==> src/rtl/bsg_manycore_packet_sender.sv <==
// Host-side remote-store packet transmitter for a manycore I/O channel.
// One command streams cmd_count_i words from a local ROM to consecutive
// remote word addresses in one tile, then sends a terminal "go" packet.
// Packet layout, MSB to LSB: {op, addr, data, y_cord, x_cord}.
// Ports:
//   clk_i, reset_n_i           clock, synchronous active-low reset
//   cmd_v_i/cmd_ready_o        command handshake (x, y, addr, count)
//   mem_v_o/mem_addr_o         ROM read strobe and word index
//   mem_data_i                 ROM data, valid the cycle after mem_v_o
//   v_o/data_o/ready_i         packet channel, transfer on v_o & ready_i
//   done_o                     one-cycle pulse after the go packet
//   busy_o                     high whenever not idle
// Optional: define BSG_MANYCORE_PACKET_SENDER_TRACE_EN for transfer trace.
module bsg_manycore_packet_sender #(
   parameter int          xcord_width_p   = 4,
   parameter int          ycord_width_p   = 4,
   parameter int          addr_width_p    = 12,
   parameter int          data_width_p    = 32,
   parameter int          count_width_p   = 16,
   parameter logic [5:0]  op_store_p      = 6'd1,
   parameter int          go_addr_p       = 'hBEEF,
   parameter int          packet_width_lp = 6 + xcord_width_p + ycord_width_p
                                            + addr_width_p + data_width_p
) (
   input  logic                       clk_i,
   input  logic                       reset_n_i,
   input  logic                       cmd_v_i,
   output logic                       cmd_ready_o,
   input  logic [xcord_width_p-1:0]   cmd_x_i,
   input  logic [ycord_width_p-1:0]   cmd_y_i,
   input  logic [addr_width_p-1:0]    cmd_addr_i,
   input  logic [count_width_p-1:0]   cmd_count_i,
   output logic                       mem_v_o,
   output logic [count_width_p-1:0]   mem_addr_o,
   input  logic [data_width_p-1:0]    mem_data_i,
   output logic                       v_o,
   output logic [packet_width_lp-1:0] data_o,
   input  logic                       ready_i,
   output logic                       done_o,
   output logic                       busy_o
);

   localparam logic [2:0] IDLE  = 3'd0;
   localparam logic [2:0] FETCH = 3'd1;
   localparam logic [2:0] LOAD  = 3'd2;
   localparam logic [2:0] SEND  = 3'd3;
   localparam logic [2:0] GO    = 3'd4;
   localparam logic [2:0] DONE  = 3'd5;

   localparam logic [addr_width_p-1:0] go_addr_lp = addr_width_p'(go_addr_p);

   logic [2:0]               state_q, state_d;
   logic [xcord_width_p-1:0] x_q, x_d;
   logic [ycord_width_p-1:0] y_q, y_d;
   logic [addr_width_p-1:0]  addr_q, addr_d;
   logic [count_width_p-1:0] count_q, count_d;
   logic [count_width_p-1:0] i_q, i_d;
   logic [count_width_p-1:0] maddr_q, maddr_d;
   logic [data_width_p-1:0]  hold_q, hold_d;

   logic                     xfer;
   logic                     last_word;
   logic [count_width_p:0]   i_inc;
   logic [addr_width_p-1:0]  send_addr;
   logic [31:0]              go_word;
   logic [data_width_p-1:0]  go_data;

   // One extra bit so count = 2^count_width_p-1 compares without wrap.
   assign i_inc     = {1'b0, i_q} + 1'b1;
   assign last_word = (i_inc == {1'b0, count_q});
   assign send_addr = addr_q + addr_width_p'(i_q);
   assign go_word   = {16'(y_q), 16'(x_q)};
   assign go_data   = data_width_p'(go_word);

   // Outputs are forced low while reset is held.
   assign cmd_ready_o = reset_n_i & (state_q == IDLE);
   assign busy_o      = reset_n_i & (state_q != IDLE);
   assign mem_v_o     = reset_n_i & (state_q == FETCH);
   assign done_o      = reset_n_i & (state_q == DONE);
   assign v_o         = reset_n_i & ((state_q == SEND) | (state_q == GO));
   assign xfer        = v_o & ready_i;

   // Index is presented live during FETCH, otherwise the last one is held.
   assign mem_addr_o = (state_q == FETCH) ? i_q : maddr_q;

   always_comb begin
      data_o = {op_store_p, send_addr, hold_q, y_q, x_q};
      if (state_q == GO) begin
         data_o = {op_store_p, go_addr_lp, go_data, y_q, x_q};
      end
   end

   always_comb begin
      state_d = state_q;
      x_d     = x_q;
      y_d     = y_q;
      addr_d  = addr_q;
      count_d = count_q;
      i_d     = i_q;
      maddr_d = maddr_q;
      hold_d  = hold_q;
      unique case (state_q)
         IDLE: begin
            if (cmd_v_i) begin
               x_d     = cmd_x_i;
               y_d     = cmd_y_i;
               addr_d  = cmd_addr_i;
               count_d = cmd_count_i;
               i_d     = '0;
               state_d = (cmd_count_i == '0) ? GO : FETCH;
            end
         end
         FETCH: begin
            maddr_d = i_q;
            state_d = LOAD;
         end
         LOAD: begin
            hold_d  = mem_data_i;
            state_d = SEND;
         end
         SEND: begin
            if (xfer) begin
               i_d     = i_inc[count_width_p-1:0];
               state_d = last_word ? GO : FETCH;
            end
         end
         GO: begin
            if (xfer) begin
               state_d = DONE;
            end
         end
         DONE: begin
            state_d = IDLE;
         end
         default: begin
            state_d = IDLE;
         end
      endcase
   end

   always_ff @(posedge clk_i) begin
      if (!reset_n_i) begin
         state_q <= IDLE;
         x_q     <= '0;
         y_q     <= '0;
         addr_q  <= '0;
         count_q <= '0;
         i_q     <= '0;
         maddr_q <= '0;
         hold_q  <= '0;
      end else begin
         state_q <= state_d;
         x_q     <= x_d;
         y_q     <= y_d;
         addr_q  <= addr_d;
         count_q <= count_d;
         i_q     <= i_d;
         maddr_q <= maddr_d;
         hold_q  <= hold_d;
      end
   end

`ifdef BSG_MANYCORE_PACKET_SENDER_TRACE_EN
   always_ff @(posedge clk_i) begin
      if (reset_n_i && xfer && state_q == GO) begin
         $display("## SEND GO x,y=%d,%d addr %x data %x",
                  x_q, y_q, go_addr_lp, go_data);
      end else if (reset_n_i && xfer) begin
         $display("## SEND x,y=%d,%d addr %x data %x",
                  x_q, y_q, send_addr, hold_q);
      end
      if (done_o) begin
         $display("## DONE x,y=%d,%d", x_q, y_q);
      end
   end
`endif

endmodule

==> config.mk <==
export PLATFORM = sky130hd
export DESIGN_NAME = bsg_manycore_packet_sender
export DESIGN_NICKNAME = d
export VERILOG_FILES = /design/src/rtl/bsg_manycore_packet_sender.sv
export SDC_FILE = /design/constraint.sdc
export NUM_CORES = 1
export LEC_CHECK = 0
export BUFFER_PORTS_ARGS = -buffer_cell sky130_fd_sc_hd__buf_2
export CAP_MARGIN = 25
export CORE_ASPECT_RATIO = 0.8
export CORE_MARGIN = 1.5
export CORE_UTILIZATION = 40
export CTS_BUF_LIST = sky130_fd_sc_hd__clkbuf_4
export DETAILED_ROUTE_END_ITERATION = 6
export SYNTH_ARGS = -nofsm -noshare
export SYNTH_HDL_FRONTEND = slang
export SYNTH_SLANG_ARGS = --single-unit
==> constraint.sdc <==
create_clock -name clk_i -period 3.5 [get_ports clk_i]
set_input_delay 0 -clock clk_i [delete_from_list [all_inputs] [get_ports clk_i]]
set_output_delay 0 -clock clk_i [all_outputs]
set_load 0.1 [all_outputs]
Yosys cells after proc, flatten, opt, wreduce, memory -nomap -nowiden
Index checks and enable logic that the tools add are counted.

word-level totals
  RAM bits = 0
  input bits = 72
  memories kept = 0
  bits in registers = 103
  ROM bits = 0
  logic and storage cells = 44
  latch bits = 0
  output and inout bits = 79

cells by class
  divide/modulo/power cells = 0
  bitwise logic cells = 7
  multiplexer cells = 11
  $mul = 0
  order comparisons = 0
  add/subtract/negate cells = 2
  reduce and logical (&&, ||, !) cells = 7
  equality and inequality tests = 9
  shifts and indexed selects = 0

operators with widths
  cell                   number
  $mux 52                1
  $mux 16                3
  $pmux 16 s2            1
  $add 16x1->17 const B  1
  $eq 17x16->1           1
  $logic_not 16->1       1
  $mux 3                 5
  $pmux 3 s5             1
  $add 12x12->12         1
  $and 1x1->1            6
  $eq 3x2->1 const B     2
  $eq 3x3->1 const B     2
  $ne 2x2->1 const B     3
  $reduce_and 3->1       2
  $eq 3x1->1 const B     1
  $logic_not 3->1        1
  $reduce_bool 3->1      1
  $reduce_and 2->1       1
  $reduce_bool 2->1      1
  $or 1x1->1             1

Logic depth before layout (Yosys ltp)
  depth after elaboration = 6
  depth in mapped cells = 9
  gate-level depth less buffers = 9

Worst setup path before layout
Ideal clock, no wire load.

  path kind = register -> output
  from = reg i_q[0]
  to = out data_o[46]
  setup slack = -0.276 ns
  data required time = 3.500 ns
  cell stages (with the launch flop) = 10
  arrival = 3.776 ns
  buffers on the path = 0
  cells stage by stage = dfxtp_1 > ha_1 > inv_1 > fa_1 > nor2b_1 > o21ai_0 > a21oi_1 > o21a_1 > nor3_1 > o21ai_0

between the ends
  longest elaborated chain between the ends = 2

RTL lines
  what                    RTL line  text
  start, declared         57        logic [count_width_p-1:0] i_q, i_d;
  start signal, assigned  157       i_q <= i_d;
  $add 12x12->12          71        assign send_addr = addr_q + addr_width_p'(i_q);
  $mux 52                 88        if (state_q == GO) begin
  end, declared           37        output logic [packet_width_lp-1:0] data_o,

No other way between the ends.

Final worst setup path
  from = reg i_q[1]
  to = out data_o[51]

The elaborated chain is that of the path after synthesis.

==> key figures <==
Status
  • Status: completed

Worst setup path
  • Max stage delay on crit path: 0.51 ns
  • Worst Path Max Fanout: 6
  • Worst Path Required: 3.50 ns
  • Type of origin of the critical path: flop
  • Setup slack, reg-to-reg: 1.07 ns
  • Worst setup EP type: primary output
  • Worst R2R Path Depth: 6
  • CP most frequent cell: a211oi_1
  • Critical R2R Capture: state_q[0]
  • Critical path type: flop to primary output
  • CP Launch Point: i_q[1]
  • Arrival time worst endpoint: 3.27 ns
  • CP cell instances: ha_1, a21o_1, a211oi_1, o21ai_0, a2111oi_2, a211oi_1, a21oi_1, buf_2
  • CP max stage cell: dfxtp_1
  • FF-to-FF Start: i_q[0]

GRT
  • First-pass GRT wire length: 26.6 mm
  • Initial antenna violation count: 1
  • Total GRT Usage: 21.5%
  • Grt ovf: 0
  • Largest net degree at the start of global routing: 43
  • Vias in the first global route: 5260

Synthesis
  • Top-count cell post-synth: nand2_1
  • Cell count after synthesis: 711
  • Synth cell types: 67
  • Xor and xnor area share after synthesis: 3.90%
  • Sequential share of the synthesized area: 35.3%
  • Synth Area in Simple Gates: 28.7%
  • Predominant post-synthesis flop cell: dfxtp_1
  • Post-synth EDFFs: 0
  • Compound-Gate Fraction of Synth Area: 16.1%
  • Synth area leaders: dfxtp_1 (35%), nand2_1 (12%), a21boi_0 (8.9%), nor2b_1 (3.6%), bufbuf_16 (3.3%)
  • Top cell type by total area after synthesis: dfxtp_1
  • Main combinational cell family by area after synthesis: simple AND/OR/NAND/NOR gates
  • Number of synthesis warnings: 0
  • Area of the mapped netlist: 0.00584 mm^2
  • Flops & latches, synth: 103
  • Yosys top cell area share: 35.3%
  • Post-synthesis mux area share: 4.80%
  • Avg Inst Size Synth: 8.22 um^2
  • Synth async-reset ratio: 0%
  • Synth top cells by count: nand2_1 (187), dfxtp_1 (103), a21boi_0 (69)
  • Synth Area in Adders: 2.91%

Clock tree
  • Clock root buffer master: clkbuf_4
  • Setup Buffers After CTS: 0
  • Num CTS Buffers: 9
  • Cts hold-fix bufs: 69
  • H-tree levels: 3
  • CTS tree: done
  • Clock sink total: 103
  • Resized cells post-CTS: 0
  • Clk Latency, worst-skew pair: 0.50 ns
  • CTS clock-pin slew for the worst setup and hold paths: 0.16 ns
  • CTS max path bufs: 2

STA
  • Min Tclk post-route: 3.27 ns
  • Least-Margin Pin Slew: 0.895 ns
  • RSZ-0062 raised after global routing: false
  • Worst setup margin: 0.234 ns
  • Final Cycle Share: 93.3%
  • Final Hold Fails: 0
  • FMAX: 306 MHz
  • Slew margin rel.: 39.8%
  • Final slew viol count: 0
  • Clock Skew: 0.0229 ns
  • Setup TNS: 0 ns
  • Final setup fails: 0

Finish
  • Nets@finish: 977
  • Share of cells above drive strength 1: 23.0%
  • # fillers: 1365
  • Finished Layout Cells: 1081
  • Design Area, Final: 0.00730 mm^2
  • Layout area overhead: 25.0%
  • # diodes: 0
  • Fin util: 51.1%
  • Multi-input logic area: 0.00333 mm^2
  • FF/Latch Area: 0.00206 mm^2

Routing
  • Initial DRC Count: 284
  • DRT Pass-1 Iters: 4
  • WL/cell: 15.1 um
  • Drt via density: 4.96
  • Vias: 5363
  • Detail Route Antenna Nets: 0
  • Drt drc: 0
  • Drt total wl: 16.3 mm

Floorplan
  • Overall die height: 111 um
  • Starting density of the core: 40.9%
  • Horiz. Die Dim: 138 um
  • Total die area: 0.0153 mm^2
  • # rows: 39
  • Core Region: 0.0143 mm^2
  • IO Pins: 151

Placed design
  • Placed Cells: 996
  • Detailed placement HPWL: 11.1 mm
  • Place WS: 0.842 ns
  • IO buf count: 144
  • GPL Wtd Cong: 0.808
  • Placed Area: 0.00644 mm^2

Hold path
  • Hold path cells: 5
  • Hold Path Origin: cmd_v_i
  • Worst Hold End: state_q[2]
  • Worst hold path type: input port to flop

Pwr
  • VDD IR max: 0.231 mV
  • Leakage Power: 3.23 nW
  • Power per standard cell area: 376 mW/mm^2

Flow run
  • Total of max-cap violations: 0
==> final cells by class <==
type | count | area share, %
multi-input combinational | 547 | 45.6
sequential | 103 | 28.2
timing repair buffer | 222 | 20.3
tap | 184 | 3.15
clock inverter | 7 | 1.39
clock buffer | 9 | 0.925
inverter | 9 | 0.463
==> cell usage in the layout, fill, tap and decap left out, drive strengths merged, types with 7 or more instances in the layout <==
| cell type | Yosys | routed |
|---|---|---|
| nor3 | 13 | 13 |
| ha | 12 | 12 |
| nor2b | 34 | 34 |
| dfxtp | 103 | 103 |
| xnor2 | 16 | 16 |
| mux2 | 16 | 16 |
| inv | 9 | 12 |
| xor2 | 10 | 10 |
| dlygate4sd3 | 0 | 69 |
| a21oi | 14 | 14 |
| nor2 | 28 | 28 |
| nand3 | 12 | 12 |
| nor4 | 7 | 7 |
| buf | 17 | 153 |
| nand2 | 188 | 188 |
| and2 | 28 | 28 |
| mux2i | 10 | 10 |
| o21ai | 24 | 24 |
| clkbuf | 33 | 9 |
| and3 | 7 | 7 |
| a21boi | 69 | 69 |
==> power breakdown <==
group	switching, mW	total, mW	internal (mW)
sequential	0.0411	1.27	1.23
combinational	0.528	0.733	0.205
clock	0.448	0.746	0.298
==> registers in the layout, indices dropped and copies added, names as in the netlist <==
register / count
hold_q: 32
count_q: 16
i_q: 16
maddr_q: 16
addr_q: 12
x_q: 4
y_q: 4
state_q: 3
==> critical path, delay by kind of cell, from the launching register on <==
kind,cells,cell delay (ns)
AOI/OAI and AO/OA,6,1.53
adders and majority gates,1,0.29
buffers and inverters,1,0.45
DFF,1,0.51
==> worst max path at each step <==
stage | depth (start not counted) | endpoint
finish | 8 | data_o[51]
CTS | 8 | data_o[51]
global route | 10 | data_o[50]
floorplan | 7 | data_o[44]
detailed placement | 8 | data_o[51]
global placement | 8 | data_o[51]
==> kinds of logic (layout without fill, tap and decap cells) <==
| logic type | count (synthesis) | in the layout |
|---|---|---|
| adders and majority gates | 13 | 13 |
| DFF | 103 | 103 |
| and+or+nand+nor | 343 | 343 |
| AOI/OAI and AO/OA | 133 | 133 |
| buffers and inverters | 65 | 247 |
| xor gates and xnor gates | 26 | 26 |
| other | 2 | 6 |
| muxes | 26 | 26 |
==> layer usage <==
metal	global-route usage [%]	wire length [um]	up-vias
met5	0	0	-
met4	6.32	334	0
met3	5.62	937	26
met2	34.6	7170	152
met1	28.3	7840	2452
li1	-	-	2733
==> per-stage QoR <==
step | power, mW | hold WS, ns
floorplan | 1.81 | 0.145
global placement | 1.96 | 0.253
detailed placement | 1.96 | 0.258
CTS | 2.77 | 0.0154
global route | 2.86 | 0.0584
finish | 2.75 | 0.0673
(Power assumes the default switching activity.)
